$ cat config.mk
export PLATFORM = sky130hd
export DESIGN_NAME = mine_probe_flat
export DESIGN_NICKNAME = d
export VERILOG_FILES = /design/src/rtl/mine_probe_if.sv /design/src/rtl/mine_probe.sv /design/src/flat_wrapper.sv
export SDC_FILE = /design/constraint.sdc
export NUM_CORES = 2
export LEC_CHECK = 0
export CAP_MARGIN = 40
export CORE_AREA = 5 5 242 244
export CTS_CLUSTER_SIZE = 25
export DETAILED_ROUTE_END_ITERATION = 12
export DIE_AREA = 0 0 247 249
export GPL_TIMING_DRIVEN = 0
export PLACE_DENSITY_LB_ADDON = 0.3
export SYNTH_ARGS = -nofsm -noshare
export SYNTH_HDL_FRONTEND = slang
export SYNTH_SLANG_ARGS = --single-unit
$ cat constraint.sdc
create_clock -name clk -period 46.4 [get_ports clk]
set_input_delay 11.6 -clock clk [delete_from_list [all_inputs] [get_ports clk]]
set_output_delay 11.6 -clock clk [all_outputs]
set_load 0.05 [all_outputs]
$ cat src/rtl/mine_probe_if.sv
// ============================================================================
//  Module   : mine_probe_if
//  Purpose  : Click request / cell result bundle between the cell-index logic
//             and the Saper cell-action engine.
//  Revision : 1.0  initial release
// ============================================================================
`default_nettype none

interface mine_probe_if #(
    parameter int IDX_W = 5
);
    logic             req_valid;
    logic             req_ready;
    logic             req_flag;
    logic [IDX_W-1:0] req_x;
    logic [IDX_W-1:0] req_y;

    logic             res_valid;
    logic [IDX_W-1:0] res_x;
    logic [IDX_W-1:0] res_y;
    logic             res_explode;
    logic             res_reveal;
    logic             res_flagged;
    logic             res_ignored;
    logic [3:0]       res_count;

    modport master (
        output req_valid, req_flag, req_x, req_y,
        input  req_ready,
        input  res_valid, res_x, res_y, res_explode, res_reveal,
               res_flagged, res_ignored, res_count
    );

    modport slave (
        input  req_valid, req_flag, req_x, req_y,
        output req_ready,
        output res_valid, res_x, res_y, res_explode, res_reveal,
               res_flagged, res_ignored, res_count
    );
endinterface

`default_nettype wire

$ cat src/rtl/mine_probe.sv
// ============================================================================
//  Module   : mine_probe
//  Purpose  : Saper cell-action engine: flag toggle, reveal with mine-hit
//             detection and sequential 8-neighbour adjacent-mine count.
//  Revision : 1.0  initial release
// ============================================================================
`default_nettype none

module mine_probe #(
    parameter int MAX_DIM = 16,
    parameter int IDX_W   = 5,
    parameter int FCNT_W  = 9
) (
    input  wire logic                         clk,
    input  wire logic                         rst,
    input  wire logic                         clear,
    input  wire logic [IDX_W-1:0]             board_dim,
    input  wire logic [MAX_DIM*MAX_DIM-1:0]   mine_map,
    mine_probe_if.slave                       bus,
    output logic      [FCNT_W-1:0]            flags_used,
    output logic                              game_over
);
    localparam int c_cells = MAX_DIM * MAX_DIM;
    localparam int c_aw    = $clog2(c_cells);

    localparam logic [1:0] c_st_idle  = 2'd0;
    localparam logic [1:0] c_st_check = 2'd1;
    localparam logic [1:0] c_st_scan  = 2'd2;
    localparam logic [1:0] c_st_done  = 2'd3;

    localparam logic [IDX_W-1:0]  c_idx_one  = IDX_W'(1);
    localparam logic [FCNT_W-1:0] c_fcnt_one = FCNT_W'(1);

    logic [1:0]         r_state, w_state_nxt;
    logic [IDX_W-1:0]   r_x, r_y, r_dim;
    logic               r_flag;
    logic [2:0]         r_scan_idx, w_scan_idx_nxt;
    logic [3:0]         r_acc, w_acc_nxt;
    logic [c_cells-1:0] r_flags, r_revealed;
    logic [FCNT_W-1:0]  r_flags_used;
    logic               r_game_over;

    logic               r_res_valid, r_res_explode, r_res_reveal, r_res_flagged, r_res_ignored;
    logic [3:0]         r_res_count;
    logic               w_res_valid, w_res_explode, w_res_reveal, w_res_flagged, w_res_ignored;
    logic [3:0]         w_res_count;

    logic               w_accept;
    logic [c_aw-1:0]    w_cell, w_nidx;
    logic               w_dx_neg, w_dx_pos, w_dy_neg, w_dy_pos;
    logic [IDX_W-1:0]   w_nx, w_ny;
    logic               w_n_ok, w_hit, w_oob;
    logic [3:0]         w_sum;

    assign w_accept = bus.req_valid && (r_state == c_st_idle);
    assign w_cell   = c_aw'(r_y) * c_aw'(MAX_DIM) + c_aw'(r_x);

    // Neighbour order: row above left-to-right, same row left/right, row below.
    always_comb begin
        w_dx_neg = 1'b0;
        w_dx_pos = 1'b0;
        w_dy_neg = 1'b0;
        w_dy_pos = 1'b0;
        case (r_scan_idx)
            3'd0: begin w_dy_neg = 1'b1; w_dx_neg = 1'b1; end
            3'd1: begin w_dy_neg = 1'b1; end
            3'd2: begin w_dy_neg = 1'b1; w_dx_pos = 1'b1; end
            3'd3: begin w_dx_neg = 1'b1; end
            3'd4: begin w_dx_pos = 1'b1; end
            3'd5: begin w_dy_pos = 1'b1; w_dx_neg = 1'b1; end
            3'd6: begin w_dy_pos = 1'b1; end
            default: begin w_dy_pos = 1'b1; w_dx_pos = 1'b1; end
        endcase
    end

    assign w_nx   = w_dx_neg ? (r_x - c_idx_one) : (w_dx_pos ? (r_x + c_idx_one) : r_x);
    assign w_ny   = w_dy_neg ? (r_y - c_idx_one) : (w_dy_pos ? (r_y + c_idx_one) : r_y);
    // Underflow at column/row 0 is rejected explicitly; overflow by the dim compare.
    assign w_n_ok = !(w_dx_neg && (r_x == '0)) && !(w_dy_neg && (r_y == '0)) &&
                    (w_nx < r_dim) && (w_ny < r_dim);
    assign w_nidx = c_aw'(w_ny) * c_aw'(MAX_DIM) + c_aw'(w_nx);
    assign w_hit  = w_n_ok && mine_map[w_nidx];
    assign w_sum  = r_acc + {3'b000, w_hit};
    assign w_oob  = r_game_over || (r_x >= r_dim) || (r_y >= r_dim);

    always_comb begin
        w_state_nxt    = r_state;
        w_scan_idx_nxt = r_scan_idx;
        w_acc_nxt      = r_acc;
        w_res_valid    = 1'b0;
        w_res_explode  = 1'b0;
        w_res_reveal   = 1'b0;
        w_res_flagged  = 1'b0;
        w_res_ignored  = 1'b0;
        w_res_count    = 4'd0;
        case (r_state)
            c_st_idle: begin
                if (w_accept) w_state_nxt = c_st_check;
            end
            c_st_check: begin
                w_state_nxt = c_st_done;
                w_res_valid = 1'b1;
                if (w_oob) begin
                    w_res_ignored = 1'b1;
                end else if (r_flag && r_revealed[w_cell]) begin
                    w_res_ignored = 1'b1;
                end else if (r_flag) begin
                    w_res_flagged = !r_flags[w_cell];
                end else if (r_flags[w_cell] || r_revealed[w_cell]) begin
                    w_res_ignored = 1'b1;
                end else if (mine_map[w_cell]) begin
                    w_res_explode = 1'b1;
                end else begin
                    w_state_nxt    = c_st_scan;
                    w_res_valid    = 1'b0;
                    w_scan_idx_nxt = 3'd0;
                    w_acc_nxt      = 4'd0;
                end
            end
            c_st_scan: begin
                w_acc_nxt      = w_sum;
                w_scan_idx_nxt = r_scan_idx + 3'd1;
                if (r_scan_idx == 3'd7) begin
                    w_state_nxt  = c_st_done;
                    w_res_valid  = 1'b1;
                    w_res_reveal = 1'b1;
                    w_res_count  = w_sum;
                end
            end
            default: begin
                w_state_nxt = c_st_idle;
            end
        endcase
        if (clear) begin
            w_state_nxt   = c_st_idle;
            w_res_valid   = 1'b0;
            w_res_explode = 1'b0;
            w_res_reveal  = 1'b0;
            w_res_flagged = 1'b0;
            w_res_ignored = 1'b0;
            w_res_count   = 4'd0;
        end
    end

    always_ff @(posedge clk or posedge rst) begin
        if (rst) begin
            r_state       <= c_st_idle;
            r_x           <= '0;
            r_y           <= '0;
            r_dim         <= '0;
            r_flag        <= 1'b0;
            r_scan_idx    <= 3'd0;
            r_acc         <= 4'd0;
            r_flags       <= '0;
            r_revealed    <= '0;
            r_flags_used  <= '0;
            r_game_over   <= 1'b0;
            r_res_valid   <= 1'b0;
            r_res_explode <= 1'b0;
            r_res_reveal  <= 1'b0;
            r_res_flagged <= 1'b0;
            r_res_ignored <= 1'b0;
            r_res_count   <= 4'd0;
        end else begin
            r_state       <= w_state_nxt;
            r_scan_idx    <= w_scan_idx_nxt;
            r_acc         <= w_acc_nxt;
            r_res_valid   <= w_res_valid;
            r_res_explode <= w_res_explode;
            r_res_reveal  <= w_res_reveal;
            r_res_flagged <= w_res_flagged;
            r_res_ignored <= w_res_ignored;
            r_res_count   <= w_res_count;
            if (w_accept && !clear) begin
                r_x    <= bus.req_x;
                r_y    <= bus.req_y;
                r_flag <= bus.req_flag;
                r_dim  <= board_dim;
            end
            // Board state commits on leaving DONE so a clear in DONE discards it.
            if (clear) begin
                r_flags      <= '0;
                r_revealed   <= '0;
                r_flags_used <= '0;
                r_game_over  <= 1'b0;
            end else if (r_state == c_st_done) begin
                if (r_res_reveal || r_res_explode) r_revealed[w_cell] <= 1'b1;
                if (r_flag && !r_res_ignored) begin
                    r_flags[w_cell] <= r_res_flagged;
                    r_flags_used    <= r_res_flagged ? (r_flags_used + c_fcnt_one)
                                                     : (r_flags_used - c_fcnt_one);
                end
                if (r_res_explode) r_game_over <= 1'b1;
            end
        end
    end

    assign bus.req_ready   = (r_state == c_st_idle);
    assign bus.res_valid   = r_res_valid;
    assign bus.res_x       = r_x;
    assign bus.res_y       = r_y;
    assign bus.res_explode = r_res_explode;
    assign bus.res_reveal  = r_res_reveal;
    assign bus.res_flagged = r_res_flagged;
    assign bus.res_ignored = r_res_ignored;
    assign bus.res_count   = r_res_count;
    assign flags_used      = r_flags_used;
    assign game_over       = r_game_over;
endmodule

`default_nettype wire

$ cat src/flat_wrapper.sv
// flat-port wrapper written by rule: the top's interface ports become plain ports
module mine_probe_flat 
#(
    parameter int MAX_DIM = 16,
    parameter int IDX_W   = 5,
    parameter int FCNT_W  = 9
)
  (clk, rst, clear, board_dim, mine_map, flags_used, game_over, bus_req_valid, bus_req_flag, bus_req_x, bus_req_y, bus_req_ready, bus_res_valid, bus_res_x, bus_res_y, bus_res_explode, bus_res_reveal, bus_res_flagged, bus_res_ignored, bus_res_count);
  mine_probe_if #(.IDX_W(IDX_W)) bus_i ();
  input  wire logic clk;
  input  wire logic rst;
  input  wire logic clear;
  input  wire logic [IDX_W-1:0] board_dim;
  input  wire logic [MAX_DIM*MAX_DIM-1:0] mine_map;
  output logic      [FCNT_W-1:0] flags_used;
  output logic game_over;
  input wire logic [$bits(bus_i.req_valid)-1:0] bus_req_valid;
  input wire logic [$bits(bus_i.req_flag)-1:0] bus_req_flag;
  input wire logic [$bits(bus_i.req_x)-1:0] bus_req_x;
  input wire logic [$bits(bus_i.req_y)-1:0] bus_req_y;
  output wire logic [$bits(bus_i.req_ready)-1:0] bus_req_ready;
  output wire logic [$bits(bus_i.res_valid)-1:0] bus_res_valid;
  output wire logic [$bits(bus_i.res_x)-1:0] bus_res_x;
  output wire logic [$bits(bus_i.res_y)-1:0] bus_res_y;
  output wire logic [$bits(bus_i.res_explode)-1:0] bus_res_explode;
  output wire logic [$bits(bus_i.res_reveal)-1:0] bus_res_reveal;
  output wire logic [$bits(bus_i.res_flagged)-1:0] bus_res_flagged;
  output wire logic [$bits(bus_i.res_ignored)-1:0] bus_res_ignored;
  output wire logic [$bits(bus_i.res_count)-1:0] bus_res_count;
  assign bus_i.req_valid = bus_req_valid;
  assign bus_i.req_flag = bus_req_flag;
  assign bus_i.req_x = bus_req_x;
  assign bus_i.req_y = bus_req_y;
  assign bus_req_ready = bus_i.req_ready;
  assign bus_res_valid = bus_i.res_valid;
  assign bus_res_x = bus_i.res_x;
  assign bus_res_y = bus_i.res_y;
  assign bus_res_explode = bus_i.res_explode;
  assign bus_res_reveal = bus_i.res_reveal;
  assign bus_res_flagged = bus_i.res_flagged;
  assign bus_res_ignored = bus_i.res_ignored;
  assign bus_res_count = bus_i.res_count;
  mine_probe #(.MAX_DIM(MAX_DIM), .IDX_W(IDX_W), .FCNT_W(FCNT_W)) u_core (.clk(clk), .rst(rst), .clear(clear), .board_dim(board_dim), .mine_map(mine_map), .bus(bus_i), .flags_used(flags_used), .game_over(game_over));
endmodule
Word-level counts from Yosys, hierarchy flattened --
Index checks and enable logic that the tools add are counted.
Operators by class: order comparisons 7, multiplexer cells 81, reductions and logical operators 38, bitwise operators 1, equality and inequality tests 17, add/sub/neg operators 10
Operator list (count):
- $mux W256 | 6
- $bwmux W256 | 1
- $or A256 B256 Y256 | 1
- $mux W1 | 37
- $mux W9 | 4
- $bmux W1 S8 | 4
- $mux W4 | 8
- $mux W5 | 4
- $lt A8 B9 Y1 const B | 2
- $add A8 B5 Y8 | 2
- $mux W3 | 5
- $mux W2 | 7
- $eq A3 B3 Y1 const B | 4
- $logic_and A1 B1 Y1 | 11
- $add A5 B1 Y5 const B | 2
- $ge A5 B5 Y1 | 2
- $logic_not A5 Y1 | 2
- $lt A5 B5 Y1 | 2
- $ne A2 B2 Y1 const B | 5
- $reduce_bool A2 Y1 | 5
- $reduce_or A5 Y1 | 2
- $sub A5 B1 Y5 const B | 2
- $add A9 B1 Y9 const B | 1
- $sub A9 B1 Y9 const B | 1
- 20 further kinds | 34
Word-level totals: register bits 556, word-level logic and storage cells 171, output and inout port bits 30, bits of input ports 276

Depth between registers and ports, before layout --
depth in word-level cells 13, gate-level depth with buffers 25, depth with buffers taken out 20

Least setup slack after synthesis --
Ideal clock, no wire load.
path type input port to flip-flop, start point in mine_map[55], end point reg u_core.r_acc[2], cell stages on the path 11, buffers on the path 0, data required time 46260 ps, data arrival time 13742 ps, library setup time 140 ps, slack 32518 ps, cell sequence mux4_2 mux2_2 o22ai_1 a211o_1 o211ai_1 o211a_1 ha_1 ha_1 nor2b_1 a221oi_1 o211ai_1
Between the ends: longest elaborated chain between the ends 5, elaborated cells between the ends (all ways) 9, those cells by class 1 x add/sub; 1 x eq/ne; 5 x mux; 2 x reduce/logical
RTL lines:
- start: declaration | line flat_wrapper.sv:14 | input wire logic [MAX_DIM*MAX_DIM-1:0] mine_map;
- $bmux W1 S8 | line mine_probe.sv:82 | assign w_hit = w_n_ok && mine_map[w_nidx];
- $mux W1 (not written as such) | line mine_probe.sv:82
- $logic_and A1 B1 Y1 | line mine_probe.sv:82
- $add A4 B1 Y4 | line mine_probe.sv:83 | assign w_sum = r_acc + {3'b000, w_hit};
- $pmux W4 S2 | line mine_probe.sv:96 | case (r_state)
- end signal: assignment | line mine_probe.sv:167 | r_acc <= w_acc_nxt;
- end: declaration | line mine_probe.sv:38 | logic [3:0] r_acc, w_acc_nxt;
Several ways; a longest one is shown, not always the timed one. The select of a mux whose other input is x is not followed. A chain may end at the register's enable or synchronous reset.

Worst setup path in the final report --
start point in mine_map[4], end point reg u_core.r_acc[3]
The elaborated chain is that of the path after synthesis.

==> impl_metrics.yaml <==
run_status:
  status: "finished, final reports clean"
cells_and_area:
  drive_gt1_share_pct: 14.59
  fill_cells: 4178
  instances_no_fill: 4204
  syn2layout_area_growth_pct: 21.47
  nets: 3716
  multiInputGateArea_mm2: 0.01585
  seqCellArea_mm2: 0.01391
clock_tree:
  cts_setup_buffers: 0
  ctsHtreeMaxLevel: 2
  cts_buffers: 58
  path_clk_slew_ns: 0.06
  ctsResizeCount: 0
  worstSkewPairLatency_ns: 0.66
  cts-root-buf: "clkbuf_16"
  cts_sinks: 556
  clockBufferDepth: 3
  postCtsHoldBufs: 0
  cts_tree: "built"
grt:
  grt_pass1_vias: 29700
  grt.overflow.total: 0
  antenna_found_initial: 8
  grt_max_degree: 135
  track_usage_pct: 42.62
  grt_pass1_wl_um: 194500
setup_path:
  cp-end-kind: "register"
  worst-path-max-fanout: 3
  timing.rr.end: "u_core.r_acc[3]$_DFFE_PP0P_"
  rrSetupSlack_ns: 38.64
  rr_worst_depth: 24
  cp.required_ns: 46.92
  crit_type: "input port to register"
  critPathArrivalTime_ns: 14.71
  critPathLaunchType: "input port"
  endpoint: "u_core.r_acc[3]$_DFFE_PP0P_"
  startpoint: "mine_map[4]"
  timing.rr.start: "u_core.bus.res_x[1]$_DFFE_PP0P_"
timing:
  final-hold-violation-count: 0
  max_clock_freq_mhz: 70.44
  finalCritPeriodShare_pct: 30.60
  setup_viol: 0
  whs_ns: 0.4927
  tightest_slew_ns: 1.042
  fin_ws_ns: 32.20
  setup_tns_ns: 0
  drv_slew: 0
  relSlewSlack_pct: 30.30
  min_period_ns: 14.20
  rsz0062_at_grt: "no"
  skew_ns: 0.02953
drt:
  vias: 29970
  wire_per_inst_um: 31.99
  drt_pass1_iterations: 6
  drtAntennaViolNets: 0
  avgViaCountPerCell: 7.129
  drt-total-wl_um: 134500
  drtIter0Drc: 4594
  drc: 0
synth:
  synth_top_area_share_pct: 44.64
  seq_area_frac_synth_pct: 44.64
  synth.largest_area_cell: "dfrtp_1"
  synth_edf_count: 0
  ys_warn_count: 0
  synthTopCellsByArea: "dfrtp_1 (45%), mux4_2 (18%), a21oi_1 (8.8%)"
  netlist_area_mm2: 0.03117
  yosysMostFrequentCell: "dfrtp_1"
  synth.distinct_cells: 68
  ys.flop_type: "dfrtp_1"
  async_reset_ff_share_pct: 100.0
  synth.cells.most_frequent: "dfrtp_1 (556), a21oi_1 (545), nor2_1 (355)"
  synth_nets: 3292
  syn_inst: 2967
  synth_seq_cells: 556
  avgSynthCellArea_um2: 10.51
placement:
  hpwlAfterDp_um: 98010
  place_ws_ns: 31.59
  place_inst: 4086
  port_buffers: 304
  gp_congestion: 1.015
die:
  initial_core_util_pct: 55.60
  die-area_mm2: 0.06150
  coreArea_mm2: 0.05606
  die_height_um: 249
  rows: 87
  die_width_um: 247
  io_pins: 306
power:
  fin_total_pwr_mw: 2.458
  p_leak_nw: 15.48
  powerDensity_mw_per_mm2: 64.92
  ir_drop_v: 0.00004372
flow_run:
  maxCapViolCount: 0
hold_path:
  hp-class: "register to register"
[layer usage]
| metal | part of all wire [%] | vias to the layer above | track usage [%] |
|---|---|---|---|
| met5 | 0 | - | 0.3975 |
| met1 | 34 | 14780 | 53.02 |
| li1 | - | 11940 | - |
| met3 | 13 | 708 | 14.21 |
| met2 | 44 | 2545 | 63.31 |
| met4 | 8.7 | 0 | 28.77 |
[worst min path at each step]
stage / startpoint / endpoint / slack, ns / cells past startpoint
finish: u_core.r_revealed[98]$_DFFE_PP0P_ / u_core.r_revealed[98]$_DFFE_PP0P_ / 0.49 / 2
CTS: u_core.r_revealed[98]$_DFFE_PP0P_ / u_core.r_revealed[98]$_DFFE_PP0P_ / 0.49 / 2
detailed placement: u_core.r_revealed[166]$_DFFE_PP0P_ / u_core.r_revealed[166]$_DFFE_PP0P_ / 0.48 / 2
global placement: u_core.r_revealed[44]$_DFFE_PP0P_ / u_core.r_revealed[44]$_DFFE_PP0P_ / 0.47 / 2
global route: u_core.r_revealed[199]$_DFFE_PP0P_ / u_core.r_revealed[199]$_DFFE_PP0P_ / 0.50 / 2
floorplan: u_core.r_revealed[102]$_DFFE_PP0P_ / u_core.r_revealed[102]$_DFFE_PP0P_ / 0.46 / 2
[state kept, by name, summed over array words and instances (netlist names)]
register and count:
u_core.bus.res_explode 1, u_core.r_flag 1, u_core.r_acc 4, u_core.bus.res_ignored 1, u_core.bus.res_flagged 1, u_core.bus.res_reveal 1
u_core.bus.res_count 4, u_core.r_state 2, u_core.bus.res_x 5, u_core.r_revealed 256, u_core.flags_used 9, u_core.r_dim 5
u_core.r_flags 256, u_core.r_scan_idx 3, u_core.game_over 1, u_core.bus.res_valid 1, u_core.bus.res_y 5
[report_power, final]
part	leakage (nW)	internal [mW]	switching [mW]
Sequential	7.73	0.506	0.0220
Combinational	6.75	0.473	0.962
Clock	1.01	0.289	0.206
[stage by stage]
| stage | cell area [um^2] | utilization [%] |
|---|---|---|
| floorplan | 31170 | - |
| global placement | 35160 | 62.72 |
| detailed placement | 35800 | 63.87 |
| CTS | 37830 | 67.48 |
| global route | 37860 | 67.53 |
| finish | 37860 | 67.54 |
[cell families after synthesis]
family	count (synthesis)	share of synthesized area [%]
AO/OA/AOI/OAI	929	18.04
XOR/XNOR	16	0.4496
adder cells (fa/ha/maj)	49	1.991
buffers and inverters	348	4.544
flip-flops	556	44.64
multiplexers	302	19.64
AND/OR/NAND/NOR	767	10.69
[cells in the final DEF (no fill, tap or decap), drive strengths merged, types with 10 or more instances in the layout]
cell / count
dfrtp: 556
a21oi: 546
nor2: 356
clkbuf: 305
clkdlybuf4s50: 304
a211oi: 262
mux4: 245
nand2: 215
buf: 142
nand3: 62
ha: 48
inv: 35
mux2i: 30
mux2: 27
and3: 25
clkinv: 24
nand4: 22
nor2b: 17
nor3: 17
o21ai: 14
o22ai: 13
a311oi: 13
xnor2: 12
a31oi: 12
nand2b: 11
and2: 10
[area by class of cell]
| type | count | share of cell area [%] |
|---|---|---|
| multi-input cells | 2063 | 41.85 |
| flip-flops and latches | 556 | 36.75 |
| repair buffers | 364 | 9.732 |
| clock buffers | 75 | 4.352 |
| plain buffers | 312 | 3.387 |
| well taps | 756 | 2.498 |
| clock inverters | 34 | 1.005 |
| inverters | 36 | 0.3767 |
| diodes | 8 | 0.05287 |
[critical path, stage by stage]
cell             delay, ns
clkdlybuf4s50_1       0.58
nand2_1               0.06
and3_1                0.18
a31oi_1               0.19
o22ai_1               0.10
or4_1                 0.47
o31ai_1               0.30
o211a_1               0.31
ha_1                  0.20
nand3_1               0.13
and3_1                0.22
a221oi_1              0.21
o221ai_1              0.15
Note: power is estimated with default switching activity, not from simulation.
